<file path="src/rtl/booth_radix4_multiplier_pkg.sv">
// Shared types for the radix-4 Booth multiplier: state encoding, digit encoding and the
// digit-count helper.
package mul_pkg;

   typedef logic [1:0] state_t;

   localparam state_t StIdle = 2'd0;
   localparam state_t StRun  = 2'd1;
   localparam state_t StDone = 2'd2;

   typedef enum logic [2:0] {
      DigZero,
      DigPos1,
      DigPos2,
      DigNeg1,
      DigNeg2
   } digit_e;

   // Unsigned operands need one extra digit to consume the two zero-extension bits.
   function automatic int unsigned num_digits(input int unsigned width, input logic is_signed);
      return is_signed ? width / 2 : width / 2 + 1;
   endfunction

endpackage

</file>
<file path="src/rtl/booth_radix4_multiplier_if.sv">
// Request/result bundle between the Mini SRC MUL issue logic and the Booth multiplier.
interface booth_radix4_multiplier_if #(
   parameter int unsigned WIDTH = 32
);
   logic             start;
   logic             is_signed;
   logic [WIDTH-1:0] multiplicand;
   logic [WIDTH-1:0] multiplier;
   logic             busy;
   logic             done;
   logic [WIDTH-1:0] product_hi;
   logic [WIDTH-1:0] product_lo;

   modport master (
      output start, is_signed, multiplicand, multiplier,
      input  busy, done, product_hi, product_lo
   );

   modport slave (
      input  start, is_signed, multiplicand, multiplier,
      output busy, done, product_hi, product_lo
   );
endinterface

</file>
<file path="src/rtl/booth_radix4_multiplier_recoder.sv">
// Radix-4 Booth recoder: maps the {q1, q0, q_prev} triplet to adder select lines.
module booth_digit_recoder
   import mul_pkg::*;
(
   input  logic [2:0] triplet_i,
   output logic       neg_o,
   output logic       two_o,
   output logic       zero_o
);

   digit_e digit;

   always_comb begin
      digit = DigZero;
      unique case (triplet_i)
         3'b000, 3'b111: digit = DigZero;
         3'b001, 3'b010: digit = DigPos1;
         3'b011:         digit = DigPos2;
         3'b100:         digit = DigNeg2;
         3'b101, 3'b110: digit = DigNeg1;
         default:        digit = DigZero;
      endcase
   end

   always_comb begin
      neg_o  = (digit == DigNeg1) || (digit == DigNeg2);
      two_o  = (digit == DigPos2) || (digit == DigNeg2);
      zero_o = (digit == DigZero);
   end

endmodule

</file>
<file path="src/rtl/booth_radix4_multiplier.sv">
// Sequential radix-4 Booth multiplier: one recoded digit per clock, result to HI/LO.
// WIDTH must be even and at least 4.
module booth_radix4_multiplier
   import mul_pkg::*;
#(
   parameter int unsigned WIDTH = 32
) (
   input logic                      clk,
   input logic                      clr,
   booth_radix4_multiplier_if.slave bus
);

   localparam int unsigned AccW = WIDTH + 2;
   localparam int unsigned CntW = $clog2(WIDTH / 2 + 2);

   state_t           state_q, state_d;
   logic [CntW-1:0]  cnt_q, cnt_d;
   logic [AccW-1:0]  a_q, a_d;
   logic [AccW-1:0]  q_q, q_d;
   logic [AccW-1:0]  m_q, m_d;
   logic             qprev_q, qprev_d;
   logic             signed_q, signed_d;
   logic [WIDTH-1:0] hi_q, hi_d;
   logic [WIDTH-1:0] lo_q, lo_d;

   logic             neg, two, zero;
   logic [AccW-1:0]  pp, sum, a_sh, q_sh;
   logic [AccW-1:0]  m_ext, q_ext;

   booth_digit_recoder u_recoder (
      .triplet_i ({q_q[1:0], qprev_q}),
      .neg_o     (neg),
      .two_o     (two),
      .zero_o    (zero)
   );

   always_comb begin
      m_ext = bus.is_signed ? {{2{bus.multiplicand[WIDTH-1]}}, bus.multiplicand}
                            : {2'b00, bus.multiplicand};
      q_ext = bus.is_signed ? {{2{bus.multiplier[WIDTH-1]}}, bus.multiplier}
                            : {2'b00, bus.multiplier};
   end

   // Subtraction is invert plus carry-in on the single adder.
   always_comb begin
      pp   = zero ? '0 : (two ? {m_q[AccW-2:0], 1'b0} : m_q);
      sum  = a_q + (neg ? ~pp : pp) + {{(AccW-1){1'b0}}, neg};
      a_sh = {{2{sum[AccW-1]}}, sum[AccW-1:2]};
      q_sh = {sum[1:0], q_q[AccW-1:2]};
   end

   always_comb begin
      state_d  = state_q;
      cnt_d    = cnt_q;
      a_d      = a_q;
      q_d      = q_q;
      m_d      = m_q;
      qprev_d  = qprev_q;
      signed_d = signed_q;
      hi_d     = hi_q;
      lo_d     = lo_q;
      case (state_q)
         StRun: begin
            a_d     = a_sh;
            q_d     = q_sh;
            qprev_d = q_q[1];
            cnt_d   = cnt_q - CntW'(1);
            if (cnt_q == CntW'(1)) begin
               state_d = StDone;
               // Product alignment in {A, Q} depends on how many digits were retired.
               {hi_d, lo_d} = signed_q ? {a_sh[WIDTH-1:0], q_sh[AccW-1:2]}
                                       : {a_sh[WIDTH-3:0], q_sh};
            end
         end
         default: begin
            state_d = StIdle;
            if (bus.start) begin
               state_d  = StRun;
               a_d      = '0;
               q_d      = q_ext;
               m_d      = m_ext;
               qprev_d  = 1'b0;
               signed_d = bus.is_signed;
               cnt_d    = CntW'(num_digits(WIDTH, bus.is_signed));
            end
         end
      endcase
   end

   always_ff @(posedge clk or posedge clr) begin
      if (clr) begin
         state_q  <= StIdle;
         cnt_q    <= '0;
         a_q      <= '0;
         q_q      <= '0;
         m_q      <= '0;
         qprev_q  <= 1'b0;
         signed_q <= 1'b0;
         hi_q     <= '0;
         lo_q     <= '0;
      end else begin
         state_q  <= state_d;
         cnt_q    <= cnt_d;
         a_q      <= a_d;
         q_q      <= q_d;
         m_q      <= m_d;
         qprev_q  <= qprev_d;
         signed_q <= signed_d;
         hi_q     <= hi_d;
         lo_q     <= lo_d;
      end
   end

   assign bus.busy       = (state_q == StRun);
   assign bus.done       = (state_q == StDone);
   assign bus.product_hi = hi_q;
   assign bus.product_lo = lo_q;

endmodule

</file>
<file path="src/flat_wrapper.sv">
// flat-port wrapper written by rule: the top's interface ports become plain ports
module booth_radix4_multiplier_flat import mul_pkg::*;
#(
   parameter int unsigned WIDTH = 32
)
  (clk, clr, bus_start, bus_is_signed, bus_multiplicand, bus_multiplier, bus_busy, bus_done, bus_product_hi, bus_product_lo);
  booth_radix4_multiplier_if #(.WIDTH(WIDTH)) bus_i ();
  input logic clk;
  input logic clr;
  input wire logic [$bits(bus_i.start)-1:0] bus_start;
  input wire logic [$bits(bus_i.is_signed)-1:0] bus_is_signed;
  input wire logic [$bits(bus_i.multiplicand)-1:0] bus_multiplicand;
  input wire logic [$bits(bus_i.multiplier)-1:0] bus_multiplier;
  output wire logic [$bits(bus_i.busy)-1:0] bus_busy;
  output wire logic [$bits(bus_i.done)-1:0] bus_done;
  output wire logic [$bits(bus_i.product_hi)-1:0] bus_product_hi;
  output wire logic [$bits(bus_i.product_lo)-1:0] bus_product_lo;
  assign bus_i.start = bus_start;
  assign bus_i.is_signed = bus_is_signed;
  assign bus_i.multiplicand = bus_multiplicand;
  assign bus_i.multiplier = bus_multiplier;
  assign bus_busy = bus_i.busy;
  assign bus_done = bus_i.done;
  assign bus_product_hi = bus_i.product_hi;
  assign bus_product_lo = bus_i.product_lo;
  booth_radix4_multiplier #(.WIDTH(WIDTH)) u_core (.clk(clk), .clr(clr), .bus(bus_i));
endmodule
</file>
<file path="config.mk">
export PLATFORM = sky130hd
export DESIGN_NAME = booth_radix4_multiplier_flat
export DESIGN_NICKNAME = d
export VERILOG_FILES = /design/src/rtl/booth_radix4_multiplier_pkg.sv /design/src/rtl/booth_radix4_multiplier_if.sv /design/src/rtl/booth_radix4_multiplier_recoder.sv /design/src/rtl/booth_radix4_multiplier.sv /design/src/flat_wrapper.sv
export SDC_FILE = /design/constraint.sdc
export NUM_CORES = 1
export LEC_CHECK = 0
export ABC_CLOCK_PERIOD_IN_PS = 5710
export BUFFER_PORTS_ARGS = -buffer_cell sky130_fd_sc_hd__buf_4
export CELL_PAD_IN_SITES_DETAIL_PLACEMENT = 0
export CELL_PAD_IN_SITES_GLOBAL_PLACEMENT = 1
export CORE_ASPECT_RATIO = 0.5
export CORE_MARGIN = 3
export CORE_UTILIZATION = 41
export DETAILED_ROUTE_END_ITERATION = 10
export PLACE_DENSITY = 0.75
export SLEW_MARGIN = 20
export SYNTH_ARGS = -nofsm -noshare
export SYNTH_HDL_FRONTEND = slang
export SYNTH_SLANG_ARGS = --single-unit
</file>
<file path="constraint.sdc">
create_clock -name clk -period 5.71 [get_ports clk]
set_input_delay 1.142 -clock clk [delete_from_list [all_inputs] [get_ports clk]]
set_output_delay 1.142 -clock clk [all_outputs]
set_load 0.01 [all_outputs]
</file>
== After elaboration in Yosys (flattened, before gate mapping) ==
Memory sizes are Yosys's and may differ from the RTL's.
Cells that the tools add are included.

* Bits of input ports: 68
* Logic and storage cells: 46
* Bits in writable memories: 0
* Latch bits: 0
* ROM bits: 24
* Bits in registers: 175
* Memories kept: 1
* Output and inout bits: 66

* Shifts and indexed selects: 0
* Eq/ne operators: 7
* Mux-type cells: 18
* Reduce and logical (&&, ||, !) cells: 6
* Add/sub/neg operators: 3
* Bitwise logic cells: 2
* Divide/modulo/power cells: 0
* Multiply operators: 0
* $lt $le $gt $ge: 0

{| class="wikitable"
|+ Memory list
! memory !! depth !! width !! rd ports !! clocked after Yosys merged registers in !! write ports !! RTL line !! source
|-
| (name not given) || 8 || 3 || 1 || 0 || 0 || booth_radix4_multiplier_recoder.sv:15 || <nowiki>unique case (triplet_i)</nowiki>
|}

{| class="wikitable"
|+ Operators by type and width
! operator !! count
|-
| two-way mux 34 bit || 9
|-
| two-way mux 64 bit || 1
|-
| adder 34 x 1 -> 34 bit || 1
|-
| adder 34 bit || 1
|-
| inverter 34 bit || 1
|-
| two-way mux 5 bit || 2
|-
| equality test 3 x 2 -> 1 bit, second input constant || 2
|-
| equality test 5 x 1 -> 1 bit, second input constant || 1
|-
| subtractor 5 x 1 -> 5 bit, second input constant || 1
|-
| two-way mux 1 bit || 4
|-
| two-way mux 2 bit || 2
|-
| AND reduction 2 bit || 2
|-
| equality test 3 bit, second input constant || 1
|-
| zero test 3 bit || 1
|-
| equality test 2 x 1 -> 1 bit, second input constant || 1
|-
| equality test 2 bit, second input constant || 1
|-
| logical OR 1 bit || 2
|-
| inequality test 2 x 1 -> 1 bit, second input constant || 1
|-
| nonzero test 2 bit || 1
|-
| inverter 1 bit || 1
|}

== Logic depth before layout (Yosys ltp) ==
Gate-level depths: netlist of the first run.
An unclocked memory read counts as a cell.

* Word-level depth: 10
* Mapped depth: 19
* Gate-level depth less buffers: 18

== Cells and area by module ==
From an unflattened synthesis of the first run, not the netlist that was laid out.

* Cells, all modules: 1084
* Area, all modules: 10123.5 µm²

{| class="wikitable"
|+ By module, submodules not included
! module !! instances !! sequential area each (µm²) !! area an instance (µm²) !! cells an instance
|-
| booth_radix4_multiplier || 1 || 4304.1 || 10043.4 || 1072
|-
| booth_digit_recoder || 1 || 0.0 || 80.1 || 12
|}

== Least setup slack after synthesis of the first run ==
Ideal clock, no wire load.

* Path kind: register -> register
* Start point: register u_core.q_q[0]
* End point: register u_core.hi_q[31] (netlist: u_core.bus.product_hi[31])
* Slack: 1.148 ns
* Library setup time: 0.121 ns
* Period minus slack after synthesis: 4.562 ns
* Stages on the path, launching flop included: 19
* Data required time: 5.589 ns
* Buffers on the path: 2
* Data arrival time: 4.441 ns
* Cell sequence: dfrtp_1 > inv_1 > ha_1 > buf_1 > xnor2_1 > mux2i_1 > clkbuf_1 > xnor2_1 > ha_1 > a21oi_4 > o211ai_1 > a221o_1 > o31ai_4 > o31ai_2 > o31a_1 > a311oi_2 > xnor2_1 > a21oi_1 > a22o_1

* Word-level cells in the longest chain between the ends: 10
* Elaborated cells between the ends (all ways): 14
* Classes of those cells: add/sub (2); eq/ne (3); mux (4); bitwise (1); reduce/logical (3); memory (1)

{| class="wikitable"
|+ Ends and longest elaborated chain
! item !! RTL line !! source
|-
| start, declared || booth_radix4_multiplier.sv:19 || <nowiki>logic [AccW-1:0] q_q, q_d;</nowiki>
|-
| start signal, assigned || booth_radix4_multiplier.sv:105 || <nowiki>q_q <= q_d;</nowiki>
|-
| memory read (8 x 3 bit) (*) || - ||
|-
| equality test 3 x 2 -> 1 bit or equality test 3 bit (tied branches) || booth_radix4_multiplier_recoder.sv:27, booth_radix4_multiplier_recoder.sv:26 ||
|-
| logical OR 1 bit || booth_radix4_multiplier_recoder.sv:27 || <nowiki>two_o = (digit == DigPos2) || (digit == DigNeg2);</nowiki>
|-
| two-way mux 34 bit (2 in a row) || booth_radix4_multiplier.sv:46 || <nowiki>pp = zero ? '0 : (two ? {m_q[AccW-2:0], 1'b0} : m_q);</nowiki>
|-
| inverter 34 bit || booth_radix4_multiplier.sv:47 || <nowiki>sum = a_q + (neg ? ~pp : pp) + {{(AccW-1){1'b0}}, neg};</nowiki>
|-
| two-way mux 34 bit || booth_radix4_multiplier.sv:47 ||
|-
| adder 34 bit || booth_radix4_multiplier.sv:47 ||
|-
| adder 34 x 1 -> 34 bit (*) || booth_radix4_multiplier.sv:47 ||
|-
| two-way mux 64 bit (*) || booth_radix4_multiplier.sv:71 || <nowiki>{hi_d, lo_d} = signed_q ? {a_sh[WIDTH-1:0], q_sh[AccW-1:2]}</nowiki>
|-
| end signal, assigned || booth_radix4_multiplier.sv:109 || <nowiki>hi_q <= hi_d;</nowiki>
|-
| end, declared || booth_radix4_multiplier.sv:23 || <nowiki>logic [WIDTH-1:0] hi_q, hi_d;</nowiki>
|}

Mark *: on every way between the ends. The rest lies on a longest branch, timed or not.
A chain may end at the register's enable or synchronous reset.

== Worst setup path in the final report of the first run ==
Same ends and word-level chain as after synthesis.

==> reports/results.ini, run 1 <==
[grt]
met1_usage=0.357
grt_pass1_vias=7555
grt_use_met3=0.0352
grt_usage=0.220
grt_max_degree=173
grt_use_met2=0.297
grt_busiest_layer=met1
grt_antenna_before_repair=0
overflow=0
grt_pass1_wl_um=43900

[synth]
post_synth_mux_area_share=0.114
yosys_warnings=0
synth_fa_ha_area_frac=0.0474
synth_xor_area_frac=0.0556
netlist-cell-type-count=57
synth-async-reset-ratio=1.00
synth_top_area_frac=0.434
seq_area_frac_synth=0.434
syn_avg_cell_area_um2=9.40
synth_compound_gate_area_share=0.178
synth_top_area_cell=dfrtp_1
ys_top_cells_by_area=dfrtp_1, mux2i_1, o21ai_0
yosys.area_share.simple=0.137
syn_inst=1055
synth-seq-cells=172
synth_nets=1160
syn_area_um2=9920
synth_top_family_by_area=compound AO/OA/AOI/OAI gates
synth-edff-count=0
synth_flop_cell=dfrtp_1

[finish]
final_area_um2=11700
insertedDiodeCount=0
mostFrequentLayoutCell=dfrtp_1
areaGrowthSynthToFinish_pct=18.3
layout_common_cells=dfrtp_1, nand2_1, buf_4, o21ai_0, mux2i_1
drive_gt1_frac=0.193
num-nets-final=1255

[place]
place_ws_ns=0.726
placed_area_um2=11200
dp.final_hpwl_um=20100
io_buffers=133
place.gp.congestion=0.898

[clock_network]
cts_tree=yes
cts_made_buffers=17
cts_root_buf=clkbuf_16
clkSinkCount=172
cts_max_path_buffers=2
clkTransAtPathRegs_ns=0.07
post_cts_resized=0
cts_setup_buffers=0
hold_buffers=0
clk_latency_ns=0.45
h-tree-depth=4

[drt]
vias_per_cell=5.40
first_pass_iters=5
post_drt_wl_per_cell_um=19.0
drtIter0Drc=532
num_vias=7934
postRouteAntennaNets=0
routed_wl_um=27900
drc=0

[min_path]
hp-class=flop to flop

[critical_path]
path_class=flop to flop
slowest_delay_ns=0.57
cp_top_family=compound AO/OA/AOI/OAI gates
crit_path_end_kind=flop
crit_chain=inv_1 > ha_1 > buf_4 > nor2_2 > a22oi_1 > xnor2_1 > ha_1 > nand2_1 > or4_1 > a21oi_2 > o31ai_4 > o31ai_2 > o31a_1 > a311oi_2 > xnor2_1 > a21oi_1 > a22o_1
crit_fanout=39
slowest_stage=nor2_2
worstSetupStartpointType=flop
cp_num_buf_inv=2
crit_arrival_ns=5.33
cp_data_required_time_ns=6.04

[floorplan]
die_x_um=226
core-area_um2=23300
initial_utilization=0.426
die_area_um2=26200
ioPinCount=134
dieHeight_um=116
num_rows=39

[timing]
setup_viol_count_final=0
setup_tns_ns=0
fmax_mhz=200
hold_viol_final=0
setup_ws_ns=0.713
drv_slew=0
layout_min_cycle_time_ns=5.00
slew_headroom=0.325
fin_skew_ns=0.00665
post-route-period-util=0.875
worstMarginPinSlew_ns=1.01
rsz0062_at_grt=false

[job]
maxCapViolCount=0

[outcome]
outcome=completed

## stage by stage
stage | utilization | instances | hold slack (ns)
2_1_floorplan | - | 1055 | 0.470
3_3_place_gp | 0.479 | 1438 | 0.464
3_5_place_dp | 0.479 | 1438 | 0.471
4_1_cts | 0.504 | 1470 | 0.487
5_1_grt | 0.504 | 1470 | 0.506
6_report | 0.504 | 1470 | 0.480
## worst register-to-register path: cells and delay by family (launching register included)
family / cells / cell delay (ns)
flip-flops: 1 / 0.37
AO/OA/AOI/OAI: 8 / 1.63
adder cells (fa/ha/maj): 2 / 0.79
buffers and inverters: 2 / 0.32
AND/OR/NAND/NOR: 3 / 1.21
XOR/XNOR: 2 / 0.54
## synthesized netlist by cell type, types with 2 or more instances
cell type / number
o21bai_1: 2
o21ai_0: 132
buf_1: 10
a221o_1: 3
mux2i_1: 72
xor2_1: 15
ha_1: 36
nand3_1: 13
clkbuf_1: 56
a22oi_1: 31
nor2b_1: 7
xnor2_1: 48
o22a_1: 3
or4_1: 2
a31oi_1: 7
a211oi_1: 5
nor3b_1: 3
or3_1: 3
and2_1: 4
o21a_1: 7
a21oi_1: 49
buf_2: 2
nand2b_1: 8
mux2_2: 36
dfrtp_1: 172
nand2_1: 159
o31a_1: 3
nand4_1: 5
nor4_1: 2
o31ai_1: 5
inv_1: 22
a21boi_0: 3
nand3b_1: 28
nor3_1: 7
and3_1: 3
nor2_1: 50
o211ai_1: 4
a22o_1: 3
a21o_1: 17
## per-layer routing
layer / vias to the layer above / wire (um)
met5: - / 0
met4: 0 / 250
met3: 16 / 1370
met2: 180 / 11000
met1: 3812 / 15300
li1: 3926 / -
## state kept, by name, summed over array words and instances, names as in the netlist
signal	count
u_core.signed_q	1
u_core.m_q	33
u_core.cnt_q	5
u_core.qprev_q	1
u_core.q_q	34
u_core.a_q	32
u_core.bus.product_hi	32
u_core.state_q	2
u_core.bus.product_lo	32
## area by class of cell
cell class	count	area [um^2]
Sequential cell	172	4310
Clock buffer	23	498
Tap cell	307	384
Multi-Input combinational cell	793	5290
Inverter	22	86.3
Clock inverter	9	75.1
Timing Repair Buffer	144	1090
Fill cell	2200	11500
## logic make-up after synthesis
group / after synthesis
compound gates: 288
fa+ha+maj: 37
flops: 172
simple gates: 297
buf+inv: 90
xor+xnor: 63
mux: 108
## worst paths after layout
| check | start | to | slack [ns] | cells after the start |
|---|---|---|---|---|
| hold reg to reg | u_core.bus.product_lo[5] | u_core.bus.product_lo[5] | 0.48 | 2 |
| setup reg to reg | u_core.q_q[0] | u_core.bus.product_hi[31] | 0.71 | 17 |
| setup / recovery | u_core.q_q[0] | u_core.bus.product_hi[31] | 0.71 | 17 |
| min in group asynchronous | clr | u_core.bus.product_lo[5] | 0.96 | 3 |
| max in group asynchronous | clr | u_core.signed_q | 3.91 | 3 |
| hold / removal | u_core.bus.product_lo[5] | u_core.bus.product_lo[5] | 0.48 | 2 |
Power of run 1 is not shown: default switching activity piles up to over one toggle a cycle in this logic, so the estimate is an artifact.
==> run 2, diff against run 1 <==
--- a/config.mk
+++ b/config.mk
@@ -6,7 +6,7 @@
 export NUM_CORES = 1
 export LEC_CHECK = 0
 export ABC_CLOCK_PERIOD_IN_PS = 5710
-export BUFFER_PORTS_ARGS = -buffer_cell sky130_fd_sc_hd__buf_4
+export BUFFER_PORTS_ARGS = -buffer_cell sky130_fd_sc_hd__buf_2
 export CELL_PAD_IN_SITES_DETAIL_PLACEMENT = 0
 export CELL_PAD_IN_SITES_GLOBAL_PLACEMENT = 1
 export CORE_ASPECT_RATIO = 0.5
==> run 2 against run 1 <==
  * Core utilization fell by 1.2 points
  * Global-route usage fell by 0.34 points
  * Via count rose by 1.4%
==> reports/results.ini, run 2 (synthesis results as in run 1) <==
[drt]
drtIter0Drc=578
postRouteAntennaNets=0
first_pass_iters=6
post_drt_wl_per_cell_um=19.1
routed_wl_um=28100
drc=0
num_vias=8047
vias_per_cell=5.46

[clock_network]
clkTransAtPathRegs_ns=0.07
cts_tree=yes
cts_setup_buffers=0
post_cts_resized=0
cts_made_buffers=17
cts_max_path_buffers=2
cts_root_buf=clkbuf_16
clk_latency_ns=0.44
clkSinkCount=172
hold_buffers=0
h-tree-depth=4

[finish]
mostFrequentLayoutCell=dfrtp_1
areaGrowthSynthToFinish_pct=15.4
insertedDiodeCount=0
layout_common_cells=dfrtp_1, nand2_1, buf_2, o21ai_0, mux2i_1
largest_reg_flops=34
drive_gt1_frac=0.196
largest_register=u_core.q_q
reg.largest.list=u_core.q_q: 34 flops, u_core.m_q: 33 flops
num-nets-final=1258

[critical_path]
slowest_stage=mux2i_4
crit_chain=inv_1 > ha_1 > nand2_1 > mux2i_4 > xnor2_1 > ha_1 > nor2b_1 > o21bai_1 > a31oi_1 > a211oi_1 > o22ai_1 > a211oi_1 > a31oi_1 > xnor2_1 > nor3_1 > a211oi_1
slowest_delay_ns=0.69
cp_top_family=compound AO/OA/AOI/OAI gates
worstSetupStartpointType=flop
crit_fanout=17
timing.critical_path.to=u_core.bus.product_hi[30]
crit_path_end_kind=flop
crit_arrival_ns=5.37
reg2reg_from=u_core.q_q[0]
reg2reg_to=u_core.bus.product_hi[30]
r2r_slack_ns=0.68
cp_data_required_time_ns=6.05
path_common_cell=a211oi_1
startpoint=u_core.q_q[0]
critical_path_depth=16
cp_num_buf_inv=1
rr_worst_depth=16
path_class=flop to flop

[timing]
post-route-period-util=0.880
slew_headroom=0.320
setup_tns_ns=0
layout_min_cycle_time_ns=5.03
hold_viol_final=0
fmax_mhz=199
rsz0062_at_grt=false
drv_slew=0
setup_viol_count_final=0
fin_skew_ns=0.00839
worstMarginPinSlew_ns=1.02

[floorplan]
initial_utilization=0.426
die_x_um=226
dieHeight_um=116
num_rows=39
core-area_um2=23300
die_area_um2=26200
ioPinCount=134

[grt]
grt_pass1_wl_um=43400
grt_usage=0.216
grt_pass1_vias=7566
overflow=0
grt_max_degree=173
grt_antenna_before_repair=0

[place]
io_buffers=133
dp.final_hpwl_um=20000
place.gp.congestion=0.855

[job]
maxCapViolCount=0

[min_path]
hp-class=flop to flop

[outcome]
outcome=completed

## run 2: cell types whose count changed in the layout (fill, tap and decap cells not counted), sizes merged
cell,previous run,this run
buf,144,147
bufinv,0,2
clkbuf,23,21
clkinv,3,4
clkinvlp,3,2
## run 2: metal layers
layer,wire (um),track usage
met4,316,0.0571
met2,11100,0.294
met3,1800,0.0445
met5,0,0
met1,14800,0.342
## run 2: worst min-delay path by stage
stage	depth (start not counted)	slack, ns	endpoint	start
finish	2	0.48	u_core.bus.product_lo[6]	u_core.bus.product_lo[6]
global route	2	0.51	u_core.bus.product_lo[24]	u_core.bus.product_lo[24]
CTS	2	0.48	u_core.bus.product_lo[6]	u_core.bus.product_lo[6]
detailed placement	2	0.47	u_core.bus.product_lo[6]	u_core.bus.product_lo[6]
global placement	2	0.46	u_core.bus.product_lo[4]	u_core.bus.product_lo[4]
floorplan	2	0.47	u_core.q_q[0]	u_core.q_q[2]
## run 2: layout make-up
type | count | area, um^2
clock buffer | 21 | 470
clock inverter | 11 | 131
fill | 2243 | 11800
inverter | 22 | 86.3
multi-input combinational | 793 | 5290
sequential | 172 | 4310
tap | 307 | 384
timing repair buffer | 147 | 783
## run 2: through the flow
step / cells / setup slack [ns] / util / cell area [um^2] / hold slack [ns]
finish: 1473 / 0.684 / 0.492 / 11400 / 0.476
floorplan: 1055 / 1.15 / - / 9920 / 0.470
CTS: 1473 / 0.699 / 0.492 / 11400 / 0.481
detailed placement: 1441 / 0.738 / 0.466 / 10800 / 0.466
global route: 1473 / 0.344 / 0.492 / 11400 / 0.508
global placement: 1441 / 0.876 / 0.466 / 10800 / 0.455
## run 2: worst reg2reg max path: stages, from the launching register on
cell and delay (ns):
dfrtp_1 0.39, inv_1 0.06, ha_1 0.44, nand2_1 0.17, mux2i_4 0.69, xnor2_1 0.19, ha_1 0.38, nor2b_1 0.17
o21bai_1 0.26, a31oi_1 0.21, a211oi_1 0.38, o22ai_1 0.24, a211oi_1 0.56, a31oi_1 0.22, xnor2_1 0.26, nor3_1 0.08
a211oi_1 0.26
Power of run 2 is left out for the same reason.
==> run 3, diff against run 2 <==
--- a/config.mk
+++ b/config.mk
@@ -7,11 +7,13 @@
 export LEC_CHECK = 0
 export ABC_CLOCK_PERIOD_IN_PS = 5710
 export BUFFER_PORTS_ARGS = -buffer_cell sky130_fd_sc_hd__buf_2
+export CAP_MARGIN = 20
 export CELL_PAD_IN_SITES_DETAIL_PLACEMENT = 0
 export CELL_PAD_IN_SITES_GLOBAL_PLACEMENT = 1
 export CORE_ASPECT_RATIO = 0.5
 export CORE_MARGIN = 3
 export CORE_UTILIZATION = 41
+export CTS_BUF_LIST = sky130_fd_sc_hd__clkbuf_4
 export DETAILED_ROUTE_END_ITERATION = 10
 export PLACE_DENSITY = 0.75
 export SLEW_MARGIN = 20
==> run 3 against run 2 <==
  * Core utilization decreased by 1.4 points
  * Routed wire length shrank 0.74%
  * First-iteration DRC count is 0.52% lower
  * Setup slack worse by 0.060 ns
  * Die area stayed put
  * Critical path depth did not move
==> reports/results.ini, run 3 (synthesis results as in run 1) <==
[outcome]
outcome=completed

[clock_network]
cts_max_path_buffers=2
hold_buffers=0
cts_setup_buffers=0
cts_root_buf=clkbuf_4
h-tree-depth=4
cts_tree=yes
clkSinkCount=172
cts_made_buffers=17
clkTransAtPathRegs_ns=0.14
clk_latency_ns=0.64
post_cts_resized=0

[critical_path]
path_class=flop to flop
r2r_slack_ns=0.62
timing.critical_path.to=u_core.bus.product_hi[30]
crit_fanout=17
worstSetupStartpointType=flop
crit_path_end_kind=flop
reg2reg_to=u_core.bus.product_hi[30]
crit_arrival_ns=5.62
rr_worst_depth=16
cp_data_required_time_ns=6.24
startpoint=u_core.q_q[0]
reg2reg_from=u_core.q_q[0]

[finish]
layout_common_cells=dfrtp_1, nand2_1, buf_2, o21ai_0, mux2i_1
reg.largest.list=u_core.q_q: 34 flops, u_core.m_q: 33 flops
largest_register=u_core.q_q
drive_gt1_frac=0.194
largest_reg_flops=34
nFillCells=2270
num-nets-final=1258
mostFrequentLayoutCell=dfrtp_1
areaGrowthSynthToFinish_pct=12.2

[drt]
first_pass_iters=5
drc=0
routed_wl_um=27900
vias_per_cell=5.45
drtIter0Drc=575
postRouteAntennaNets=0
num_vias=8036
post_drt_wl_per_cell_um=18.9

[timing]
setup_tns_ns=0
layout_min_cycle_time_ns=5.09
fmax_mhz=197
hold_viol_final=0
slew_headroom=0.319
worstMarginPinSlew_ns=1.02
fin_skew_ns=0.0225
setup_viol_count_final=0
rsz0062_at_grt=false
drv_slew=0
post-route-period-util=0.891

[grt]
grt_busiest_layer=met1
met1_usage=0.342
grt_usage=0.216
overflow=0
grt_max_degree=173
grt_pass1_wl_um=43000
grt_use_met3=0.0486
grt_pass1_vias=7514
grt_use_met2=0.291
grt_antenna_before_repair=2

[min_path]
hp-class=flop to flop

[job]
maxCapViolCount=0

[place]
io_buffers=133
place.gp.congestion=0.855
dp.final_hpwl_um=20000

[floorplan]
core-area_um2=23300
num_rows=39
die_x_um=226
dieHeight_um=116
initial_utilization=0.426
ioPinCount=134
die_area_um2=26200

==> run 3: how the worst min path moves through the flow <==
stage,from,to,slack [ns],cells after the start
floorplan,u_core.q_q[2],u_core.q_q[0],0.47,2
global placement,u_core.bus.product_lo[4],u_core.bus.product_lo[4],0.46,2
detailed placement,u_core.bus.product_lo[6],u_core.bus.product_lo[6],0.47,2
CTS,u_core.bus.product_lo[6],u_core.bus.product_lo[6],0.50,2
global route,u_core.bus.product_lo[14],u_core.bus.product_lo[14],0.53,2
finish,u_core.bus.product_lo[11],u_core.bus.product_lo[11],0.49,2
==> run 3: per-stage QoR <==
step                setup WS [ns]   util  cell area, um^2  hold WS, ns  cells
floorplan                    1.15      -             9920        0.470   1055
global placement            0.876  0.466            10800        0.455   1441
detailed placement          0.738  0.466            10800        0.466   1441
CTS                         0.673  0.478            11100        0.498   1473
global route                0.317  0.478            11100        0.527   1475
finish                      0.624  0.478            11100        0.494   1475
==> run 3: metal layers <==
layer  routed length, um  part of all wire  up-vias
li1                    -                 -     3920
met1               15000              0.54     3885
met2               11000              0.39      211
met3                1620             0.058       20
met4                 317             0.011        0
met5                   0                 0        -
==> run 3: worst max-delay path, cell delays in order, from the launching register on <==
cell and delay [ns]:
dfrtp_1 0.42, inv_1 0.06, ha_1 0.43, nand2_1 0.17, mux2i_4 0.69, xnor2_1 0.17, ha_1 0.38, nor2b_1 0.17
o21bai_1 0.27, a31oi_1 0.21, a211oi_1 0.39, o22ai_1 0.24, a211oi_1 0.56, a31oi_1 0.22, xnor2_1 0.26, nor3_1 0.08
a211oi_1 0.26
==> run 3: cell type report <==
class                   count  area (um^2)  share of cell area
diodes                      2         5.00            0.000450
clock buffers              18          135              0.0121
clock inverters            14          143              0.0128
inverters                  22         86.3             0.00776
multi-input cells         793         5290               0.475
flip-flops and latches    172         4310               0.387
well taps                 307          384              0.0345
repair buffers            147          783              0.0704
Power of run 3 is left out for the same reason.
